## src/rtl/ifetch_prefetch_queue_pkg.sv

```systemverilog
`default_nettype none
// ============================================================================
// Module  : ifetch_prefetch_queue_pkg
// Brief   : Shared widths, reset PC, FSM encodings and address helper.
// Revision: 1.0 - initial release
// ============================================================================
package ifetch_prefetch_queue_pkg;

    localparam int WORD_WIDTH = 32;
    localparam logic [WORD_WIDTH-1:0] PF_RESET_PC = 32'h0000_0000;

    localparam logic [1:0] PF_IDLE  = 2'd0;
    localparam logic [1:0] PF_REQ   = 2'd1;
    localparam logic [1:0] PF_DRAIN = 2'd2;

    function automatic logic [WORD_WIDTH-1:0] pf_word_align(input logic [WORD_WIDTH-1:0] addr);
        return {addr[WORD_WIDTH-1:2], 2'b00};
    endfunction

endpackage
`default_nettype wire

```

## src/rtl/ifetch_prefetch_queue_fifo.sv

```systemverilog
`default_nettype none
// ============================================================================
// Module  : ifetch_prefetch_queue_fifo
// Brief   : DEPTH-entry synchronous FIFO with flush, occupancy count and a
//           combinational head read port.
// Revision: 1.0 - initial release
// ============================================================================
module ifetch_prefetch_queue_fifo #(
    parameter int DEPTH = 4,
    parameter int WIDTH = 64
) (
    input  logic                       clk,
    input  logic                       rst,
    input  logic                       i_flush,
    input  logic                       i_wr_en,
    input  logic [WIDTH-1:0]           i_wr_data,
    input  logic                       i_rd_en,
    output logic [WIDTH-1:0]           o_rd_data,
    output logic [$clog2(DEPTH):0]     o_count,
    output logic                       o_full,
    output logic                       o_empty
);

    localparam int AW = $clog2(DEPTH);
    localparam int CW = AW + 1;
    localparam logic [CW-1:0] c_DEPTH = CW'(DEPTH);

    logic [WIDTH-1:0] r_mem [DEPTH];
    logic [AW-1:0]    r_wr_ptr;
    logic [AW-1:0]    r_rd_ptr;
    logic [CW-1:0]    r_count;
    logic             w_wr;
    logic             w_rd;

    assign o_full  = (r_count == c_DEPTH);
    assign o_empty = (r_count == '0);
    assign o_count = r_count;
    assign o_rd_data = r_mem[r_rd_ptr];

    // Flush wins over any same-cycle write or read.
    assign w_wr = i_wr_en & ~i_flush & ~o_full;
    assign w_rd = i_rd_en & ~i_flush & ~o_empty;

    always_ff @(posedge clk) begin
        if (w_wr) begin
            r_mem[r_wr_ptr] <= i_wr_data;
        end
    end

    always_ff @(posedge clk or posedge rst) begin
        if (rst) begin
            r_wr_ptr <= '0;
            r_rd_ptr <= '0;
            r_count  <= '0;
        end else if (i_flush) begin
            r_wr_ptr <= '0;
            r_rd_ptr <= '0;
            r_count  <= '0;
        end else begin
            if (w_wr) begin
                r_wr_ptr <= r_wr_ptr + AW'(1);
            end
            if (w_rd) begin
                r_rd_ptr <= r_rd_ptr + AW'(1);
            end
            case ({w_wr, w_rd})
                2'b10:   r_count <= r_count + CW'(1);
                2'b01:   r_count <= r_count - CW'(1);
                default: r_count <= r_count;
            endcase
        end
    end

endmodule
`default_nettype wire

```

## src/rtl/ifetch_prefetch_queue.sv

```systemverilog
`default_nettype none
// ============================================================================
// Module  : ifetch_prefetch_queue
// Brief   : Sequential instruction prefetcher: one-outstanding memory request
//           FSM feeding a {pc, instr} queue, flushed by redirects.
// Revision: 1.0 - initial release
// ============================================================================
module ifetch_prefetch_queue
    import ifetch_prefetch_queue_pkg::*;
#(
    parameter int                    DEPTH    = 4,
    parameter logic [WORD_WIDTH-1:0] RESET_PC = PF_RESET_PC
) (
    input  logic                  clk,
    input  logic                  rst,
    output logic                  mem_req,
    output logic [WORD_WIDTH-1:0] mem_addr,
    input  logic                  mem_ack,
    input  logic [WORD_WIDTH-1:0] mem_rdata,
    input  logic                  redirect_valid,
    input  logic [WORD_WIDTH-1:0] redirect_pc,
    input  logic                  deq_ready,
    output logic                  instr_valid,
    output logic [WORD_WIDTH-1:0] instrF,
    output logic [WORD_WIDTH-1:0] pcF
);

    localparam int CW = $clog2(DEPTH) + 1;
    localparam logic [CW-1:0] c_DEPTH = CW'(DEPTH);

    logic [1:0]              r_state;
    logic [WORD_WIDTH-1:0]   r_fetch_pc;
    logic                    r_mem_req;
    logic [WORD_WIDTH-1:0]   r_mem_addr;

    logic                    w_ack;
    logic                    w_enq;
    logic                    w_deq;
    logic                    w_full;
    logic                    w_empty;
    logic [CW-1:0]           w_count;
    logic [CW-1:0]           w_count_next;
    logic                    w_space;
    logic [WORD_WIDTH-1:0]   w_redirect_pc;
    logic [WORD_WIDTH-1:0]   w_pc_inc;
    logic [2*WORD_WIDTH-1:0] w_head;

    assign w_ack         = r_mem_req & mem_ack;
    assign w_enq         = (r_state == PF_REQ) & w_ack & ~redirect_valid;
    assign w_deq         = ~w_empty & deq_ready & ~redirect_valid;
    assign w_count_next  = w_count + CW'(w_enq) - CW'(w_deq);
    assign w_space       = (w_count_next < c_DEPTH);
    assign w_redirect_pc = pf_word_align(redirect_pc);
    assign w_pc_inc      = r_fetch_pc + 32'd4;

    ifetch_prefetch_queue_fifo #(
        .DEPTH (DEPTH),
        .WIDTH (2*WORD_WIDTH)
    ) u_fifo (
        .clk       (clk),
        .rst       (rst),
        .i_flush   (redirect_valid),
        .i_wr_en   (w_enq),
        .i_wr_data ({r_mem_addr, mem_rdata}),
        .i_rd_en   (w_deq),
        .o_rd_data (w_head),
        .o_count   (w_count),
        .o_full    (w_full),
        .o_empty   (w_empty)
    );

    always_ff @(posedge clk or posedge rst) begin
        if (rst) begin
            r_state    <= PF_IDLE;
            r_fetch_pc <= RESET_PC;
            r_mem_req  <= 1'b0;
            r_mem_addr <= RESET_PC;
        end else begin
            case (r_state)
                PF_IDLE: begin
                    // No enqueue happens in IDLE, so a slot exists unless full with no dequeue.
                    if (redirect_valid) begin
                        r_fetch_pc <= w_redirect_pc;
                        r_mem_addr <= w_redirect_pc;
                        r_mem_req  <= 1'b1;
                        r_state    <= PF_REQ;
                    end else if (~w_full | w_deq) begin
                        r_mem_addr <= r_fetch_pc;
                        r_mem_req  <= 1'b1;
                        r_state    <= PF_REQ;
                    end
                end
                PF_REQ: begin
                    if (redirect_valid) begin
                        r_fetch_pc <= w_redirect_pc;
                        if (w_ack) begin
                            r_mem_addr <= w_redirect_pc;
                        end else begin
                            r_state <= PF_DRAIN;
                        end
                    end else if (w_ack) begin
                        r_fetch_pc <= w_pc_inc;
                        if (w_space) begin
                            r_mem_addr <= w_pc_inc;
                        end else begin
                            r_mem_req <= 1'b0;
                            r_state   <= PF_IDLE;
                        end
                    end
                end
                PF_DRAIN: begin
                    // The stale response is discarded; the queue is already empty.
                    if (redirect_valid) begin
                        r_fetch_pc <= w_redirect_pc;
                        if (w_ack) begin
                            r_mem_addr <= w_redirect_pc;
                            r_state    <= PF_REQ;
                        end
                    end else if (w_ack) begin
                        r_mem_addr <= r_fetch_pc;
                        r_state    <= PF_REQ;
                    end
                end
                default: begin
                    r_mem_req <= 1'b0;
                    r_state   <= PF_IDLE;
                end
            endcase
        end
    end

    assign mem_req     = r_mem_req;
    assign mem_addr    = r_mem_addr;
    assign instr_valid = ~w_empty;
    assign instrF      = w_empty ? '0 : w_head[WORD_WIDTH-1:0];
    assign pcF         = w_empty ? '0 : w_head[2*WORD_WIDTH-1:WORD_WIDTH];

endmodule
`default_nettype wire

```

## config.mk

```make
export PLATFORM = sky130hd
export DESIGN_NAME = ifetch_prefetch_queue
export DESIGN_NICKNAME = d
export VERILOG_FILES = /design/src/rtl/ifetch_prefetch_queue_pkg.sv /design/src/rtl/ifetch_prefetch_queue_fifo.sv /design/src/rtl/ifetch_prefetch_queue.sv
export SDC_FILE = /design/constraint.sdc
export NUM_CORES = 1
export LEC_CHECK = 0
export CAP_MARGIN = 15
export CORE_AREA = 2 2 169 171
export CTS_CLUSTER_SIZE = 28
export DETAILED_ROUTE_END_ITERATION = 10
export DIE_AREA = 0 0 171 173
export HOLD_SLACK_MARGIN = 0.08
export PLACE_DENSITY = 0.79
export SLEW_MARGIN = 40
export SYNTH_ARGS = -nofsm -noshare
export SYNTH_HDL_FRONTEND = slang
export SYNTH_HIERARCHICAL = 1
export SYNTH_SLANG_ARGS = --single-unit
```

## constraint.sdc

```tcl
create_clock -name clk -period 3.05 [get_ports clk]
set_input_delay 0.61 -clock clk [delete_from_list [all_inputs] [get_ports clk]]
set_output_delay 0.61 -clock clk [all_outputs]
set_load 0.01 [all_outputs]
```

==> impl_metrics.toml, run 1 <==
[clocking]
clk_pin_slew_ns = 0.06
cts_tree = "yes"
clock_sink_count = 328
clock_path_buffers = 3
root_buffer = "clkbuf_16"
cts_buffers = 35
cts.htree.levels = 2
clk_latency_ns = 0.53

[drt]
dr.pass1.iters = 5
wire_per_inst_um = 21.4
wl_um = 37600
initialDrtViolationCount = 1159
vias = 10600
via_per_inst = 6.07
antenna_left = 0
remaining_drc_errors = 0

[cells_and_area]
nFillCells = 1864
nNetsFinal = 1429
multi_input_area_sq_mm = 0.00553
post-route-util = 0.692
synthToLayoutAreaGrowth_pct = 23.1
regArea_sq_mm = 0.00950
layout-drive-gt1-share = 0.164
fin_area_sq_mm = 0.0191
diodes = 0
instances_no_fill = 1752

[floorplanning]
initial_core_util = 0.562
rows = 61
num_io_pins = 167
dieWidth_um = 171
die_h_um = 173
die-area_sq_mm = 0.0296
core-area_sq_mm = 0.0276

[global_route]
grt_pass1_vias = 10300
grt_first_pass_wirelength_um = 57800
antenna_found_initial = 0
grt_overflow = 0
track_usage = 0.250
grt_max_degree = 68

[job]
maxCapViolCount = 0

[setup_path]
critical_path.max_fanout = 12
crit_type = "flip-flop to output pin"
crit_required_ns = 2.44
arrival_ns = 2.39
path_cells = "buf_4 > clkbuf_16 > mux4_2 > nor2b_1 > dlygate4sd2_1"
start_kind = "flip-flop"
critPathSlowestCell = "mux4_2"
endpoint_kind = "output pin"
crit_family = "buffers and inverters"
crit_buf_inv = 3
slowest_delay_ns = 0.53

[placement]
post-place-cells = 1680
place_congestion = 0.878
place_ws_ns = -0.0703
port_buffers = 164
placed_area_sq_mm = 0.0178
hpwl_um = 24000

[sta]
max_freq_ghz = 0.333
fin_skew_ns = 0.0191
slew_headroom = 0.610
setup_viol = 0
fin_crit_sh = 0.985
max_slew.worst_pin.slew_ns = 0.584
hold_viol = 0
period_needed_ns = 3.00
maxSlewViolCount = 0
fin_ws_ns = 0.0467

[logic_synthesis]
synth_top_area_share = 0.495
yosys_warnings = 6
synth-main-ff-cell = "edfxtp_1"
avgSynthCellArea_sq_um = 13.3
syn_area_sq_mm = 0.0155
syn_nets = 1251
ys_seq_area_frac = 0.611
synth_edf_count = 256
async_flop_share = 0.220
yosysMostFrequentCell = "edfxtp_1"
ys_ff_latch = 328
yosys.area.top_type = "edfxtp_1"
yosys-top-cells-area = "edfxtp_1 50%, dfrtp_1 12%, mux4_2 9.3%, nor2b_1 2.8%, a21oi_1 2.7%"
netlist_top_cells_count = "256 x edfxtp_1, 93 x nand2_1, 84 x a21oi_1, 73 x nor2_1, 72 x dfrtp_1"
syn_inst = 1171
ys_types = 77

[power]
finalPower_mw = 15.1
leakage_nw = 6.96
ir_worst_vdd_mv = 0.462
power.density_mw_per_mm2 = 789

[outcome]
outcome = "complete, no violations"

[hold_path]
min_path_type = "input port to asynchronous set/reset pin"
-- kinds of logic (layout without fill, tap and decap cells) --
| family | after synthesis | in the layout | synth area share |
|---|---|---|---|
| adders and majority gates | 11 | 11 | 0.00935 |
| muxes | 95 | 95 | 0.114 |
| buffers and inverters | 108 | 311 | 0.0348 |
| xor gates and xnor gates | 18 | 18 | 0.0106 |
| and+or+nand+nor | 337 | 337 | 0.111 |
| DFF | 328 | 328 | 0.611 |
| AOI/OAI and AO/OA | 274 | 274 | 0.109 |
-- worst register-to-register path, cell delays in order, from the launching register on --
cell	delay, ns
dfrtp_1	0.46
inv_1	0.14
ha_1	0.30
nand2b_1	0.15
nor2_1	0.24
nand2_4	0.09
nor2_4	0.09
nor3_1	0.06
fa_1	0.54
nor2_1	0.06
a21oi_1	0.13
o21ai_0	0.11
a211oi_1	0.22
-- per-layer routing --
layer | track usage | share of wire | vias up
met3 | 0.0430 | 0.072 | 56
met4 | 0.0706 | 0.022 | 0
met5 | 0 | 0 | -
li1 | - | - | 4814
met2 | 0.396 | 0.48 | 454
met1 | 0.358 | 0.42 | 5316
-- repair_timing --
action                     4_1_cts  5_1_grt
cloned                           0        3
hold buffers                     0        0
buffers inserted                 0        7
gates resized for setup         31       14
setup endpoints to repair       31       30
-- cells in the final DEF (no fill, tap or decap), types with 7 or more instances in the layout --
cell,instances
o22ai_1,10
nand2_1,93
nor3_1,12
dfrtp_1,70
clkdlybuf4s50_1,120
o21a_1,8
xnor2_1,13
and3_1,13
nor2b_1,69
a22oi_1,7
o21ai_0,69
buf_12,13
mux2i_1,24
nand4_1,10
nand3_1,25
mux4_2,64
clkbuf_16,38
buf_4,48
a31oi_1,37
nand2b_1,8
clkbuf_1,8
nor2_1,73
dlygate4sd2_1,30
a211oi_1,7
a21oi_1,83
dlymetal6s2s_1,13
ha_1,9
inv_1,20
edfxtp_1,256
-- final timing paths --
path,startpoint,to,slack (ns),cells past startpoint
worst max-delay path,u_fifo/r_rd_ptr[0],instrF[13],0.05,5
worst min-delay path,rst,u_fifo/o_count[0],0.41,2
worst max register to register,r_state[1],u_fifo/o_count[1],0.35,12
worst min register to register,mem_addr[23],u_fifo/r_mem[0][55],0.56,0
max in group asynchronous,rst,mem_addr[6],1.86,3
min in group clk,mem_addr[23],u_fifo/r_mem[0][55],0.56,0
-- sequential cells by signal, indices dropped and copies added (netlist names) --
name,cells
u_fifo/o_count,3
u_fifo/r_wr_ptr,2
u_fifo/r_rd_ptr,2
u_fifo/r_mem,256
mem_req,1
r_state,2
mem_addr,32
r_fetch_pc,30
-- where the power goes --
group,switching (mW),internal [mW]
sequential,0.900,5.54
clock,1.76,2.58
combinational,2.41,1.89
-- metrics by stage --
stage          setup TNS [ns]  hold slack, ns
3_5_place_dp           -0.759           0.573
4_1_cts                     0           0.427
6_report                    0           0.409
3_3_place_gp           -0.567           0.533
2_1_floorplan               0           0.413
5_1_grt               -0.0816           0.449
-- cell type report --
| cell class | instances | area share |
|---|---|---|
| clock buffers | 47 | 0.0503 |
| clock inverters | 15 | 0.0117 |
| well taps | 378 | 0.0248 |
| inverters | 21 | 0.00413 |
| flip-flops and latches | 328 | 0.497 |
| repair buffers | 228 | 0.123 |
| multi-input cells | 735 | 0.289 |
Note: power is estimated with default switching activity, not from simulation.
==> run 2, diff against run 1 <==
--- a/config.mk
+++ b/config.mk
@@ -5,13 +5,12 @@
 export SDC_FILE = /design/constraint.sdc
 export NUM_CORES = 1
 export LEC_CHECK = 0
-export CAP_MARGIN = 15
-export CORE_AREA = 2 2 169 171
+export CORE_AREA = 2 2 164 166
 export CTS_CLUSTER_SIZE = 28
 export DETAILED_ROUTE_END_ITERATION = 10
-export DIE_AREA = 0 0 171 173
+export DIE_AREA = 0 0 166 168
 export HOLD_SLACK_MARGIN = 0.08
-export PLACE_DENSITY = 0.79
+export PLACE_DENSITY = 0.83
 export SLEW_MARGIN = 40
 export SYNTH_ARGS = -nofsm -noshare
 export SYNTH_HDL_FRONTEND = slang
==> constraint.sdc (replaced) <==
create_clock -name clk -period 3.8 [get_ports clk]
set_input_delay 0.76 -clock clk [delete_from_list [all_inputs] [get_ports clk]]
set_output_delay 0.76 -clock clk [all_outputs]
set_load 0.01 [all_outputs]
==> run 2 against run 1 <==
  * Count of clock-buffer cells in the layout down 3
  * First-iteration DRC count grew 7.8%
  * Clock skew is 0.0072 ns lower
  * Critical path depth fell by 1
  * Largest power group unchanged
  * Die area is 5.7% lower
  * Critical endpoint is now pcF[14]
  * Cell count decreased by 3.8%
  * Power decreased by 22%
  * Largest cell class unchanged
  * Flip-flop and latch count unchanged
  * Utilization rose by 1.6 points
  * Highest routed layer unchanged
==> impl_metrics.toml, run 2 (synthesis results as in run 1) <==
[sta]
slew_headroom = 0.459
fin_crit_sh = 0.932
fin_skew_ns = 0.0119
setup_viol = 0
max_freq_ghz = 0.282
period_needed_ns = 3.54
fin_ws_ns = 0.258
maxSlewViolCount = 0
rsz0062_at_grt = "no"
max_slew.worst_pin.slew_ns = 0.811
finalSetupTns_ns = 0
hold_viol = 0

[setup_path]
r2r_cells = 10
start_kind = "flip-flop"
slowest_delay_ns = 0.67
rrSetupSlack_ns = 0.80
reg2reg_to = "mem_addr[20]"
crit_required_ns = 3.04
path_cells = "nor3_2 > buf_4 > nor2b_1 > clkdlybuf4s50_1"
critPathSlowestCell = "buf_4"
crit_family = "buffers and inverters"
r2r-start = "u_fifo/o_count[1]"
crit_buf_inv = 2
critical_path.max_fanout = 67
endpoint_kind = "output pin"
arrival_ns = 2.78
crit_type = "flip-flop to output pin"

[floorplanning]
initial_core_util = 0.589
rows = 60
core-area_sq_mm = 0.0264
dieWidth_um = 166
num_io_pins = 167
die-area_sq_mm = 0.0279
die_h_um = 168

[clocking]
cts_buffers = 34
cts.htree.levels = 2
clk_latency_ns = 0.52
ctsResizeCount = 0
root_buffer = "clkbuf_16"
cts_tree = "yes"
clock_sink_count = 328
clk_pin_slew_ns = 0.06
clock_path_buffers = 3
cts_setup_buffers = 0
hold_buffers = 0

[drt]
initialDrtViolationCount = 1249
wl_um = 37400
vias = 10700
via_per_inst = 6.32
wire_per_inst_um = 22.2
remaining_drc_errors = 0
antenna_left = 0
dr.pass1.iters = 6

[global_route]
grt_first_pass_wirelength_um = 57900
top_usage_layer = "met2"
antenna_found_initial = 0
grt_max_degree = 68
grt_use_met2 = 0.442
gr-usage-met3 = 0.0411
use_met1 = 0.369
track_usage = 0.266
grt_overflow = 0
grt_pass1_vias = 10200

[cells_and_area]
nNetsFinal = 1398
synthToLayoutAreaGrowth_pct = 20.2
layout-drive-gt1-share = 0.140
final_common_cell = "edfxtp_1"
diodes = 0
multi_input_area_sq_mm = 0.00551
top_register = "u_fifo/r_mem"
instances_no_fill = 1685
largest_register_ffs = 256
nFillCells = 1692
final_cell_mix = "256 x edfxtp_1, 163 x clkdlybuf4s50_1, 93 x nand2_1"
regArea_sq_mm = 0.00949

[hold_path]
whs_path_depth = 0
min_path_type = "flip-flop to flip-flop"
hold_start = "mem_addr[7]"
hold_end = "u_fifo/r_mem[0][39]"

[placement]
port_buffers = 164
post-place-cells = 1623
place_congestion = 0.897
place_ws_ns = 0.398
hpwl_um = 23700

[outcome]
outcome = "complete, no violations"

[power]
ir_worst_vdd_mv = 0.451
power.density_mw_per_mm2 = 632
leakage_nw = 6.35

[job]
maxCapViolCount = 0
-- run 2: routing by layer --
layer,part of all wire,wire (um),vias to the layer above
li1,-,-,4773
met1,0.41,15200,5298
met2,0.49,18400,517
met3,0.075,2810,68
met4,0.027,1020,0
met5,0,0,-
-- run 2: layout make-up --
| class | count | share of cell area |
|---|---|---|
| Sequential cell | 328 | 0.509 |
| Multi-Input combinational cell | 735 | 0.295 |
| Timing Repair Buffer | 198 | 0.110 |
| Clock buffer | 44 | 0.0493 |
| Tap cell | 341 | 0.0229 |
| Clock inverter | 18 | 0.00979 |
| Inverter | 21 | 0.00423 |
-- run 2: per-stage QoR --
stage	instance area [sq um]	util	hold WS (ns)	power (mW)
4_1_cts	18700	0.708	0.586	11.8
5_1_grt	18700	0.708	0.611	12.3
2_1_floorplan	15500	-	0.530	7.28
6_report	18700	0.708	0.583	11.8
3_5_place_dp	17600	0.666	0.573	8.52
3_3_place_gp	17600	0.666	0.563	8.36
-- run 2: how the worst max path moves through the flow --
stage	from	endpoint	slack, ns	depth (start not counted)
floorplan	redirect_valid	mem_addr[12]	0.45	12
global placement	deq_ready	mem_addr[20]	0.44	10
detailed placement	deq_ready	mem_addr[20]	0.40	10
CTS	u_fifo/o_count[1]	pcF[14]	0.27	4
global route	u_fifo/o_count[1]	pcF[14]	0.16	4
finish	u_fifo/o_count[1]	pcF[14]	0.26	4
-- run 2: power breakdown --
group	internal (mW)	total, mW	switching (mW)
registers	4.45	5.17	0.717
clock network	1.93	3.27	1.34
logic	1.44	3.36	1.93
==> edit 1, RTL diff (config.mk and constraints of run 2) <==
Make the reset (`rst`) synchronous in 2 clocked blocks.
--- a/src/rtl/ifetch_prefetch_queue_fifo.sv
+++ b/src/rtl/ifetch_prefetch_queue_fifo.sv
@@ -47,7 +47,7 @@
         end
     end
 
-    always_ff @(posedge clk or posedge rst) begin
+    always_ff @(posedge clk) begin
         if (rst) begin
             r_wr_ptr <= '0;
             r_rd_ptr <= '0;
--- a/src/rtl/ifetch_prefetch_queue.sv
+++ b/src/rtl/ifetch_prefetch_queue.sv
@@ -69,7 +69,7 @@
         .o_empty   (w_empty)
     );
 
-    always_ff @(posedge clk or posedge rst) begin
+    always_ff @(posedge clk) begin
         if (rst) begin
             r_state    <= PF_IDLE;
             r_fetch_pc <= RESET_PC;
Check against the original RTL: differs if rst is asserted again (counterexample within 4 cycles, from zero or initial values and one cycle with rst high); with rst held inactive, the same outputs for 4 cycles.
==> edit 1 against run 2 <==
Via count increased by 0.14%. Synthesized area down 1.6%. Worst setup slack gained 0.040 ns. Design area is 2.0% lower. Sequential cell count grew 2. Routed wire length shrank 0.37%. Non-clock buffer count did not move. Fmax is 1.1% higher.
Power is not compared: it rests on default switching activity, and its combinational part moved more than twofold at a synthesized area within 25%.
==> edit 1: results (changes against run 2) <==
outcome=complete, no violations; Nets=1399 (+0.072%); asr flop ratio synth=0% (-22 points); Worst EP arrival=2.74 ns (-0.04 ns); GP Congestion=0.911 (+1.6%); Yosys cell types=78 (+1.3%); clock slew seen by the registers of the worst setup and hold paths=0.06 ns (about the same); initial antenna violation count=0 (unchanged); met1 usage=36.2% (-0.67 points); Max FO, Critical Path=22 (-67%); met3 GRT Util=5.01% (+0.89 points); root buffer cell=clkbuf_16; sequential cell area fraction in the yosys report=60.0% (-1.1 points); Antenna Cells=0 (unchanged); dpl cell area=0.0172 sq mm (-1.8%); vias in the first global route=10100 (-0.27%); Ys Warns=6 (unchanged); Pleak=6.03 nW; share of layout cells above drive strength 1=12.9% (-1.1 points); largest net degree at the start of global routing=73 (+7.4%); post-CTS resize count=0 (unchanged); drt via density=6.34 (+0.32%); TritonCTS Buffers=34 (unchanged); worst hold path type=reg -> reg; total track usage=26.4% (-0.17 points); sinks on the clock net=330 (+0.61%); max reg flops=256 (unchanged); Max clock buf depth=3 (unchanged); met2 Usage GRT=43.9% (-0.36 points); number of detailed-route iterations in the first pass=6 (unchanged); FF-to-FF path depth=12 (+2); Worst-Skew Late Latency=0.52 ns (about the same); most frequent cells after synthesis=edfxtp_1, nand2_1, nor2_1; Max IR drop VDD=0.330 mV; Post-CTS Setup Inserts=0 (unchanged); Mapped Nets=1260 (+0.72%); DRT iter0 DRCs=1206 (-3.4%); Post-synth EDFFs=256 (unchanged); I/O Buffers=164 (unchanged); final-layout fill cell count=1737 (+2.7%); Top reg by flops=u_fifo/r_mem; top cells by area, synth=edfxtp_1, dfxtp_1, mux4_2; Max Clock Skew=0.0229 ns (+0.0110 ns); Hold Path Depth=2 (+2); H-Tree Depth=2 (unchanged); dpl hpwl=24.1 mm (+1.5%); slew margin rel.=46.7% (+0.80 points); Min Hold Slack=0.488 ns (-0.0957 ns); Detailed Route WL=37.3 mm (-0.37%); first-pass GRT wire length=57.9 mm (unchanged); final core utilization=69.4% (-1.4 points)
[edit 1: cell count changes after synthesis, sizes merged, moves of 15 or more]
cell    before  now
o21ai       72   44
dfxtp        0   74
nor3        15   30
nor2        74   94
a21oi       84   63
a31oi       37   18
dfrtp       72    0
clkbuf      40   59
[edit 1: kinds of logic after synthesis]
logic type                 after synthesis  synth area share (%)
AOI/OAI and AO/OA                      253                  11.2
xor gates and xnor gates                15                 0.860
adders and majority gates               12                  1.03
buffers and inverters                  113                  3.72
DFF                                    330                  60.0
muxes                                   83                  10.8
and+or+nand+nor                        373                  12.4
[edit 1: worst paths after layout]
check,from,endpoint,slack [ns]
min,u_fifo/r_rd_ptr[1],flip-flop,0.49
max,flip-flop,pcF[19],0.30
max reg2reg,r_state[0],u_fifo/o_count[2],0.72
min reg2reg,u_fifo/r_rd_ptr[1],flip-flop,0.49
[edit 1: report_power, final]
part	switching (W)	internal [W]	leakage, nW	total (W)
clock network	0.00133	0.00180	0.511	0.00314
logic	0.000852	0.000642	2.57	0.00149
registers	0.000303	0.00410	2.94	0.00440
[edit 1: area by class of cell]
cell class	instances	share of cell area [%]
sequential	330	50.2
multi-input combinational	736	30.5
timing repair buffer	198	10.9
clock buffer	40	4.83
tap	341	2.33
clock inverter	19	0.862
inverter	18	0.370
[edit 1: metrics by stage]
step	instances	setup slack, ns
detailed placement	1623	0.352
global placement	1623	0.437
floorplan	1179	0.0148
global route	1682	0.162
finish	1682	0.298
CTS	1682	0.241
[edit 1: metal layers]
layer,part of all wire (%),vias to the layer above
met1,41,5262
met3,8.2,56
li1,-,4815
met4,2.2,0
met5,0,-
met2,49,538
[edit 1: critical path: stages (launching register included)]
cell	delay (ns)
dfxtp_4	0.64
buf_12	0.27
mux4_1	0.60
nor2b_1	0.17
clkdlybuf4s50_1	0.52
==> edit 2, RTL diff (settings of run 2) <==
Without the edit above. Change the package constant `WORD_WIDTH` from 32 to 64.
--- a/src/rtl/ifetch_prefetch_queue_pkg.sv
+++ b/src/rtl/ifetch_prefetch_queue_pkg.sv
@@ -6,7 +6,7 @@
 // ============================================================================
 package ifetch_prefetch_queue_pkg;
 
-    localparam int WORD_WIDTH = 32;
+    localparam int WORD_WIDTH = 64;
     localparam logic [WORD_WIDTH-1:0] PF_RESET_PC = 32'h0000_0000;
 
     localparam logic [1:0] PF_IDLE  = 2'd0;
Ports: changed (5 resized); port bits go from 167 to 327. The function was not compared with the original's and may differ.
==> edit 2 against run 2 <==
The run now fails in global placement without I/O. Synthesized area grew 93%.
==> edit 2: results (changes against run 2) <==
sequential cell area fraction in the yosys report=62.7% (+1.6 points); Failed at=global placement without I/O; most frequent cells after synthesis=edfxtp_1, nand2_1, dfrtp_1; top cells by area, synth=edfxtp_1, dfrtp_1, mux4_2; Post-synth EDFFs=512 (+100%); synthesis-stage register bit count=648 (+98%); stop err=[ERROR GPL-0301] Utilization 120.951 % exceeds 100%.; DIE WIDTH=166 um (unchanged); Yosys cell types=86 (+12%); Ys Warns=6 (unchanged); Synth Instances=2191 (+87%); Top FF cell, synth=edfxtp_1; asr flop ratio synth=21.0% (-0.96 points); outcome=stopped before the end; Mapped Nets=2336 (+87%)
[edit 2: cells by family after synthesis]
kind of cell / share of synthesized area [%]
flops: 62.7
buf+inv: 3.07
mux: 11.6
compound gates: 10.2
simple gates: 11.0
fa+ha+maj: 0.527
xor+xnor: 0.965
